<file path="src/rtl/dmem_arbiter_if.sv">
// Bundle between the CPU port, the debug/comm port, the shared data memory and the arbiter status.
// The arbiter connects through the slave modport; requesters and the memory model use master.
interface dmem_arbiter_if #(
    parameter int ADDR_W = 32,
    parameter int DATA_W = 32
);
    logic              cpu_req;
    logic [1:0]        cpu_we;
    logic [2:0]        cpu_size;
    logic [ADDR_W-1:0] cpu_addr;
    logic [DATA_W-1:0] cpu_wdata;
    logic              cpu_ack;
    logic [DATA_W-1:0] cpu_rdata;

    logic              dbg_req;
    logic [1:0]        dbg_we;
    logic [2:0]        dbg_size;
    logic [ADDR_W-1:0] dbg_addr;
    logic [DATA_W-1:0] dbg_wdata;
    logic              dbg_ack;
    logic [DATA_W-1:0] dbg_rdata;

    logic [1:0]        mem_we;
    logic [2:0]        mem_size;
    logic [ADDR_W-1:0] mem_addr;
    logic [DATA_W-1:0] mem_wdata;
    logic [DATA_W-1:0] mem_rdata;

    logic              busy;
    logic              owner;

    modport slave (
        input  cpu_req, cpu_we, cpu_size, cpu_addr, cpu_wdata,
        output cpu_ack, cpu_rdata,
        input  dbg_req, dbg_we, dbg_size, dbg_addr, dbg_wdata,
        output dbg_ack, dbg_rdata,
        output mem_we, mem_size, mem_addr, mem_wdata,
        input  mem_rdata,
        output busy, owner
    );

    modport master (
        output cpu_req, cpu_we, cpu_size, cpu_addr, cpu_wdata,
        input  cpu_ack, cpu_rdata,
        output dbg_req, dbg_we, dbg_size, dbg_addr, dbg_wdata,
        input  dbg_ack, dbg_rdata,
        input  mem_we, mem_size, mem_addr, mem_wdata,
        output mem_rdata,
        input  busy, owner
    );
endinterface

</file>
<file path="src/rtl/dmem_arbiter.sv">
// Two-port (cpu/dbg) arbiter onto one data memory; DMEM_ARB_ROUND_ROBIN_EN selects round-robin, else dbg has fixed priority.
// Latency: request sampled in IDLE at edge n, ack pulses in the cycle after edge n+1; one access per 3 cycles.
// Backpressure: requests are level-held; a loser keeps req high and is served later, never dropped.
module dmem_arbiter #(
    parameter int ADDR_W = 32,
    parameter int DATA_W = 32
) (
    input  logic            clk,
    input  logic            reset,
    dmem_arbiter_if.slave   bus
);
    typedef enum logic [1:0] {IDLE, ACCESS, ACK} state_t;

    state_t            state;
    logic [1:0]        mem_we_q;
    logic [2:0]        mem_size_q;
    logic [ADDR_W-1:0] mem_addr_q;
    logic [DATA_W-1:0] mem_wdata_q;
    logic [DATA_W-1:0] cpu_rdata_q;
    logic [DATA_W-1:0] dbg_rdata_q;
    logic              cpu_ack_q;
    logic              dbg_ack_q;
    logic              busy_q;
    logic              owner_q;
    logic              any_req;
    logic              grant_dbg;

    assign any_req = bus.cpu_req | bus.dbg_req;

`ifdef DMEM_ARB_ROUND_ROBIN_EN
    logic last_dbg;

    always_comb begin
        grant_dbg = bus.dbg_req;
        if (bus.cpu_req && bus.dbg_req) begin
            grant_dbg = ~last_dbg;
        end
    end

    // Reset to dbg so the first contended grant goes to the cpu.
    always_ff @(posedge clk or negedge reset) begin
        if (!reset) begin
            last_dbg <= 1'b1;
        end else if (state == IDLE && any_req) begin
            last_dbg <= grant_dbg;
        end
    end
`else
    assign grant_dbg = bus.dbg_req;
`endif

    always_ff @(posedge clk or negedge reset) begin
        if (!reset) begin
            state       <= IDLE;
            mem_we_q    <= 2'b00;
            mem_size_q  <= '0;
            mem_addr_q  <= '0;
            mem_wdata_q <= '0;
            cpu_rdata_q <= '0;
            dbg_rdata_q <= '0;
            cpu_ack_q   <= 1'b0;
            dbg_ack_q   <= 1'b0;
            busy_q      <= 1'b0;
            owner_q     <= 1'b0;
        end else begin
            case (state)
                IDLE: begin
                    if (any_req) begin
                        owner_q     <= grant_dbg;
                        mem_we_q    <= grant_dbg ? bus.dbg_we    : bus.cpu_we;
                        mem_size_q  <= grant_dbg ? bus.dbg_size  : bus.cpu_size;
                        mem_addr_q  <= grant_dbg ? bus.dbg_addr  : bus.cpu_addr;
                        mem_wdata_q <= grant_dbg ? bus.dbg_wdata : bus.cpu_wdata;
                        busy_q      <= 1'b1;
                        state       <= ACCESS;
                    end
                end
                ACCESS: begin
                    // mem_we_q still holds the granted code here; it drops as we leave.
                    if (mem_we_q == 2'b00) begin
                        if (owner_q) begin
                            dbg_rdata_q <= bus.mem_rdata;
                        end else begin
                            cpu_rdata_q <= bus.mem_rdata;
                        end
                    end
                    mem_we_q  <= 2'b00;
                    cpu_ack_q <= ~owner_q;
                    dbg_ack_q <= owner_q;
                    state     <= ACK;
                end
                ACK: begin
                    cpu_ack_q <= 1'b0;
                    dbg_ack_q <= 1'b0;
                    busy_q    <= 1'b0;
                    state     <= IDLE;
                end
                default: begin
                    state <= IDLE;
                end
            endcase
        end
    end

    assign bus.mem_we    = mem_we_q;
    assign bus.mem_size  = mem_size_q;
    assign bus.mem_addr  = mem_addr_q;
    assign bus.mem_wdata = mem_wdata_q;
    assign bus.cpu_rdata = cpu_rdata_q;
    assign bus.dbg_rdata = dbg_rdata_q;
    assign bus.cpu_ack   = cpu_ack_q;
    assign bus.dbg_ack   = dbg_ack_q;
    assign bus.busy      = busy_q;
    assign bus.owner     = owner_q;
endmodule

</file>
<file path="src/flat_wrapper.sv">
// flat-port wrapper written by rule: the top's interface ports become plain ports
module dmem_arbiter_flat 
#(
    parameter int ADDR_W = 32,
    parameter int DATA_W = 32
)
  (clk, reset, bus_cpu_req, bus_cpu_we, bus_cpu_size, bus_cpu_addr, bus_cpu_wdata, bus_cpu_ack, bus_cpu_rdata, bus_dbg_req, bus_dbg_we, bus_dbg_size, bus_dbg_addr, bus_dbg_wdata, bus_dbg_ack, bus_dbg_rdata, bus_mem_we, bus_mem_size, bus_mem_addr, bus_mem_wdata, bus_mem_rdata, bus_busy, bus_owner);
  dmem_arbiter_if #(.ADDR_W(ADDR_W), .DATA_W(DATA_W)) bus_i ();
  input  logic clk;
  input  logic reset;
  input wire logic [$bits(bus_i.cpu_req)-1:0] bus_cpu_req;
  input wire logic [$bits(bus_i.cpu_we)-1:0] bus_cpu_we;
  input wire logic [$bits(bus_i.cpu_size)-1:0] bus_cpu_size;
  input wire logic [$bits(bus_i.cpu_addr)-1:0] bus_cpu_addr;
  input wire logic [$bits(bus_i.cpu_wdata)-1:0] bus_cpu_wdata;
  output wire logic [$bits(bus_i.cpu_ack)-1:0] bus_cpu_ack;
  output wire logic [$bits(bus_i.cpu_rdata)-1:0] bus_cpu_rdata;
  input wire logic [$bits(bus_i.dbg_req)-1:0] bus_dbg_req;
  input wire logic [$bits(bus_i.dbg_we)-1:0] bus_dbg_we;
  input wire logic [$bits(bus_i.dbg_size)-1:0] bus_dbg_size;
  input wire logic [$bits(bus_i.dbg_addr)-1:0] bus_dbg_addr;
  input wire logic [$bits(bus_i.dbg_wdata)-1:0] bus_dbg_wdata;
  output wire logic [$bits(bus_i.dbg_ack)-1:0] bus_dbg_ack;
  output wire logic [$bits(bus_i.dbg_rdata)-1:0] bus_dbg_rdata;
  output wire logic [$bits(bus_i.mem_we)-1:0] bus_mem_we;
  output wire logic [$bits(bus_i.mem_size)-1:0] bus_mem_size;
  output wire logic [$bits(bus_i.mem_addr)-1:0] bus_mem_addr;
  output wire logic [$bits(bus_i.mem_wdata)-1:0] bus_mem_wdata;
  input wire logic [$bits(bus_i.mem_rdata)-1:0] bus_mem_rdata;
  output wire logic [$bits(bus_i.busy)-1:0] bus_busy;
  output wire logic [$bits(bus_i.owner)-1:0] bus_owner;
  assign bus_i.cpu_req = bus_cpu_req;
  assign bus_i.cpu_we = bus_cpu_we;
  assign bus_i.cpu_size = bus_cpu_size;
  assign bus_i.cpu_addr = bus_cpu_addr;
  assign bus_i.cpu_wdata = bus_cpu_wdata;
  assign bus_cpu_ack = bus_i.cpu_ack;
  assign bus_cpu_rdata = bus_i.cpu_rdata;
  assign bus_i.dbg_req = bus_dbg_req;
  assign bus_i.dbg_we = bus_dbg_we;
  assign bus_i.dbg_size = bus_dbg_size;
  assign bus_i.dbg_addr = bus_dbg_addr;
  assign bus_i.dbg_wdata = bus_dbg_wdata;
  assign bus_dbg_ack = bus_i.dbg_ack;
  assign bus_dbg_rdata = bus_i.dbg_rdata;
  assign bus_mem_we = bus_i.mem_we;
  assign bus_mem_size = bus_i.mem_size;
  assign bus_mem_addr = bus_i.mem_addr;
  assign bus_mem_wdata = bus_i.mem_wdata;
  assign bus_i.mem_rdata = bus_mem_rdata;
  assign bus_busy = bus_i.busy;
  assign bus_owner = bus_i.owner;
  dmem_arbiter #(.ADDR_W(ADDR_W), .DATA_W(DATA_W)) u_core (.clk(clk), .reset(reset), .bus(bus_i));
endmodule
</file>
<file path="config.mk">
export PLATFORM = sky130hd
export DESIGN_NAME = dmem_arbiter_flat
export DESIGN_NICKNAME = d
export VERILOG_FILES = /design/src/rtl/dmem_arbiter_if.sv /design/src/rtl/dmem_arbiter.sv /design/src/flat_wrapper.sv
export SDC_FILE = /design/constraint.sdc
export NUM_CORES = 1
export LEC_CHECK = 0
export CAP_MARGIN = 20
export CORE_MARGIN = 1.5
export CORE_UTILIZATION = 43
export CTS_CLUSTER_SIZE = 40
export DETAILED_ROUTE_END_ITERATION = 8
export GPL_TIMING_DRIVEN = 0
export PLACE_DENSITY = 0.95
export SLEW_MARGIN = 40
export SYNTH_ARGS = -nofsm -noshare
export SYNTH_HDL_FRONTEND = slang
export SYNTH_SLANG_ARGS = --single-unit
</file>
<file path="constraint.sdc">
create_clock -name clk -period 4.6 [get_ports clk]
set_clock_uncertainty 0.15 [all_clocks]
set_input_delay 0.69 -clock clk [delete_from_list [all_inputs] [get_ports clk]]
set_output_delay 0.69 -clock clk [all_outputs]
set_load 0.01 [all_outputs]
</file>
==> results.ini <==
[die]
die_outline_height_um=121.9
design.portCount=311
core_um2=13830
floorplan.die_area_um2=14850
num_rows=43
die_w_um=121.9
floorplan.initialDensity_pct=43.93

[yosys]
post_synth_num_cell_types=23
postSynth.topFlopCell=sky130_fd_sc_hd__dfrtp_1
library_cell_with_the_highest_instance_count_after_synthesis=sky130_fd_sc_hd__dfrtp_1
synth.cells.most_frequent=sky130_fd_sc_hd__dfrtp_1 (139), sky130_fd_sc_hd__mux2i_1 (70), sky130_fd_sc_hd__nand2_1 (69), sky130_fd_sc_hd__o21ai_0 (62), sky130_fd_sc_hd__mux2_4 (40)
netlist.area_leader.share_pct=57.26
syn-instance-count=466
postSynth.asyncResetShare_pct=100.0
netlist_area_um2=6075
post_synth.cell_area_avg_um2=13.04
ys.warnings.count=0
postSynthRegisterBits=139
syn-num-nets=644
yosysSeqAreaShare_pct=57.26
yosys-top-cells-area=sky130_fd_sc_hd__dfrtp_1 (57%), sky130_fd_sc_hd__mux2i_1 (12%), sky130_fd_sc_hd__mux2_4 (9.9%), sky130_fd_sc_hd__o21ai_0 (5.1%), sky130_fd_sc_hd__mux2_2 (5.0%)
number_of_enable_type_register_cells_in_the_synthesized_netlist=0
cell_type_with_the_highest_aggregate_area_in_the_netlist=sky130_fd_sc_hd__dfrtp_1

[timing]
finalSetupViolations=0
rsz0062_at_grt=no
worst_pin_slew_ps=501.1
number_of_max_slew_violations_in_the_final_report=0
max_freq_mhz=430.2
min_period_ps=2325
finalHoldWorstSlack_ps=40.16
finalHoldViolCount=0
final.period_utilization_pct=50.54
worst_slew_margin_rel_pct=66.45

[power]
power.share.clock_pct=19.9
power.leakage_nw=4.426
p_int_mw=4.534
seq_power_share_pct=33.0
p_switching_mw=2.230
power.share.combinational_pct=47.1
powerDensity_nw_per_um2=676.2
p_sw_share_pct=32.97
ir_drop_mv=0.2999

[final_layout]
antenna_cells_inserted=0
final_layout_size_suffix_gt1_share_pct=15.24
layout.cells.non_filler=987
fillCellCount=880
area_delta_synth_final_pct=64.66
design.final.nets=973

[critical_path]
worstPathBufferInverterCount=1
critPathRequiredTime_ps=3760
critical_path.endpoint_type=output port
crit-reg2reg-launch=u_core.state[1]
ff2ff_path_depth=5
crit_path_top_delay_cell=sky130_fd_sc_hd__clkdlybuf4s50_1
worst-path-max-fanout=6
rrSetupSlack_ps=2450
crit-reg2reg-capture=u_core.bus.cpu_rdata[20]
critical_path.startpoint_type=flip-flop
arrival_ps=1480
criticalPathCategory=reg -> out
cp_slowest_stage_delay_ps=590
cpLargestDelayFamily=buffers and inverters
worstPathCellList=clkdlybuf4s50_1

[clock_tree]
cts_buffers=17
clock_pin_slew_of_the_registers_on_the_worst_case_setup_and_hold_paths_ps=60
ctsHoldBuffers=0
post-cts-setup-buffer-count=0
post_cts_gate_resize_count=0
clock_latency_ps=410
clk_root_buffer_cell=sky130_fd_sc_hd__clkbuf_16
cts_sinks=139
cts_tree=done
cts_buffer_depth=2
cts_max_level=4

[worst_hold_path]
min-delay-path-class=in -> async

[flow_run]
cap_viol_max_count=0

[status]
run_status=completed

[placement]
gpl.final_weighted_congestion=0.7887
count_of_buffers_inserted_at_the_top_level_ports=309
detailedPlacementHpwl_um=14080
place.detailed.instances=956

[routing]
average_wire_length_per_cell_after_detail_routing_um=19.04
vias=4960
drt_pass1_iterations=4
route.detailed.drc=0
detailedRoute.firstIterationViolations=215
post_drt_via_cell_ratio=5.025
final_ant_viol_nets=0
wirelength_um=18790

[global_routing]
antenna_found_initial=0
grt_max_degree=80
grt_usage_pct=25.56
grt_pass1_vias=5086
wire_length_of_the_first_global_routing_pass_um=28120
overflow=0

metrics by stage:
step | area, um2 | setup WS [ps] | utilization (%) | power [mW] | setup TNS, ps
finish | 10000 | 2275 | 72.34 | 6.764 | 0
CTS | 10000 | 2251 | 72.34 | 6.816 | 0
global placement | 9393 | -2632 | 67.93 | 5.262 | -363880
detailed placement | 9425 | 2049 | 68.17 | 5.404 | 0
floorplan | 6075 | 2778 | - | 3.612 | 0
global route | 10000 | 2227 | 72.34 | 7.124 | 0
power by group through the flow:
| stage | Combinational, mW | Sequential, mW | Clock, mW |
|---|---|---|---|
| 2_1_floorplan | 1.16 | 2.46 | 0 |
| 3_3_place_gp | 3.08 | 2.18 | 0 |
| 3_5_place_dp | 3.18 | 2.23 | 0 |
| 4_1_cts | 3.22 | 2.23 | 1.37 |
| 5_1_grt | 3.41 | 2.29 | 1.42 |
| 6_report | 3.19 | 2.23 | 1.35 |
cell usage in the layout (no fill, tap or decap), drive strengths merged, types with 4 or more instances in the layout:
master,instances
buf,25
clkbuf,29
clkdlybuf4s50,308
clkinv,4
dfrtp,139
ha,4
inv,6
mux2,67
mux2i,70
nand2,69
o21ai,71
registers in the layout, summed over array words and instances (netlist names):
name,cells
u_core.bus.owner,1
u_core.state,2
u_core.bus.mem_we,2
u_core.bus.mem_size,3
u_core.bus.mem_addr,32
u_core.bus.busy,1
u_core.bus.cpu_rdata,32
u_core.bus.cpu_ack,1
u_core.bus.dbg_rdata,32
u_core.bus.dbg_ack,1
u_core.bus.mem_wdata,32
cell families (layout without fill, tap and decap cells):
group | count (synthesis) | after routing | synth area share (%)
flops | 139 | 139 | 57.26
mux | 137 | 137 | 26.43
simple gates | 77 | 77 | 5.499
compound gates | 75 | 75 | 6.406
buf+inv | 34 | 375 | 3.584
fa+ha+maj | 4 | 4 | 0.8239
per-layer routing:
layer  share of wire (%)  GRT usage, %
met2                  54         46.73
met3                 7.9         7.163
met1                  36         27.52
met4                 2.4         10.81
met5                   0             0
worst max-delay path by stage:
stage,from,end,slack [ps],cells past startpoint
after floorplan,u_core.state[1],u_core.bus.cpu_rdata[10],2780,5
after global placement,reset,u_core.bus.cpu_rdata[19],-2630,1
after detailed placement,bus_cpu_req,u_core.bus.mem_wdata[28],2050,4
after CTS,u_core.bus.owner,bus_owner,2250,1
after global routing,u_core.bus.owner,bus_owner,2230,1
final,u_core.bus.owner,bus_owner,2280,1
area by class of cell:
cell class / count / area, um2 / area share [%]
flip-flops and latches: 139 / 3478 / 34.78
clock inverters: 9 / 112.6 / 1.126
plain buffers: 30 / 202.7 / 2.027
multi-input cells: 293 / 2379 / 23.78
repair buffers: 310 / 3126 / 31.25
clock buffers: 22 / 464.2 / 4.641
inverters: 4 / 15.01 / 0.1501
well taps: 180 / 225.2 / 2.252
(Power assumes the default switching activity.)
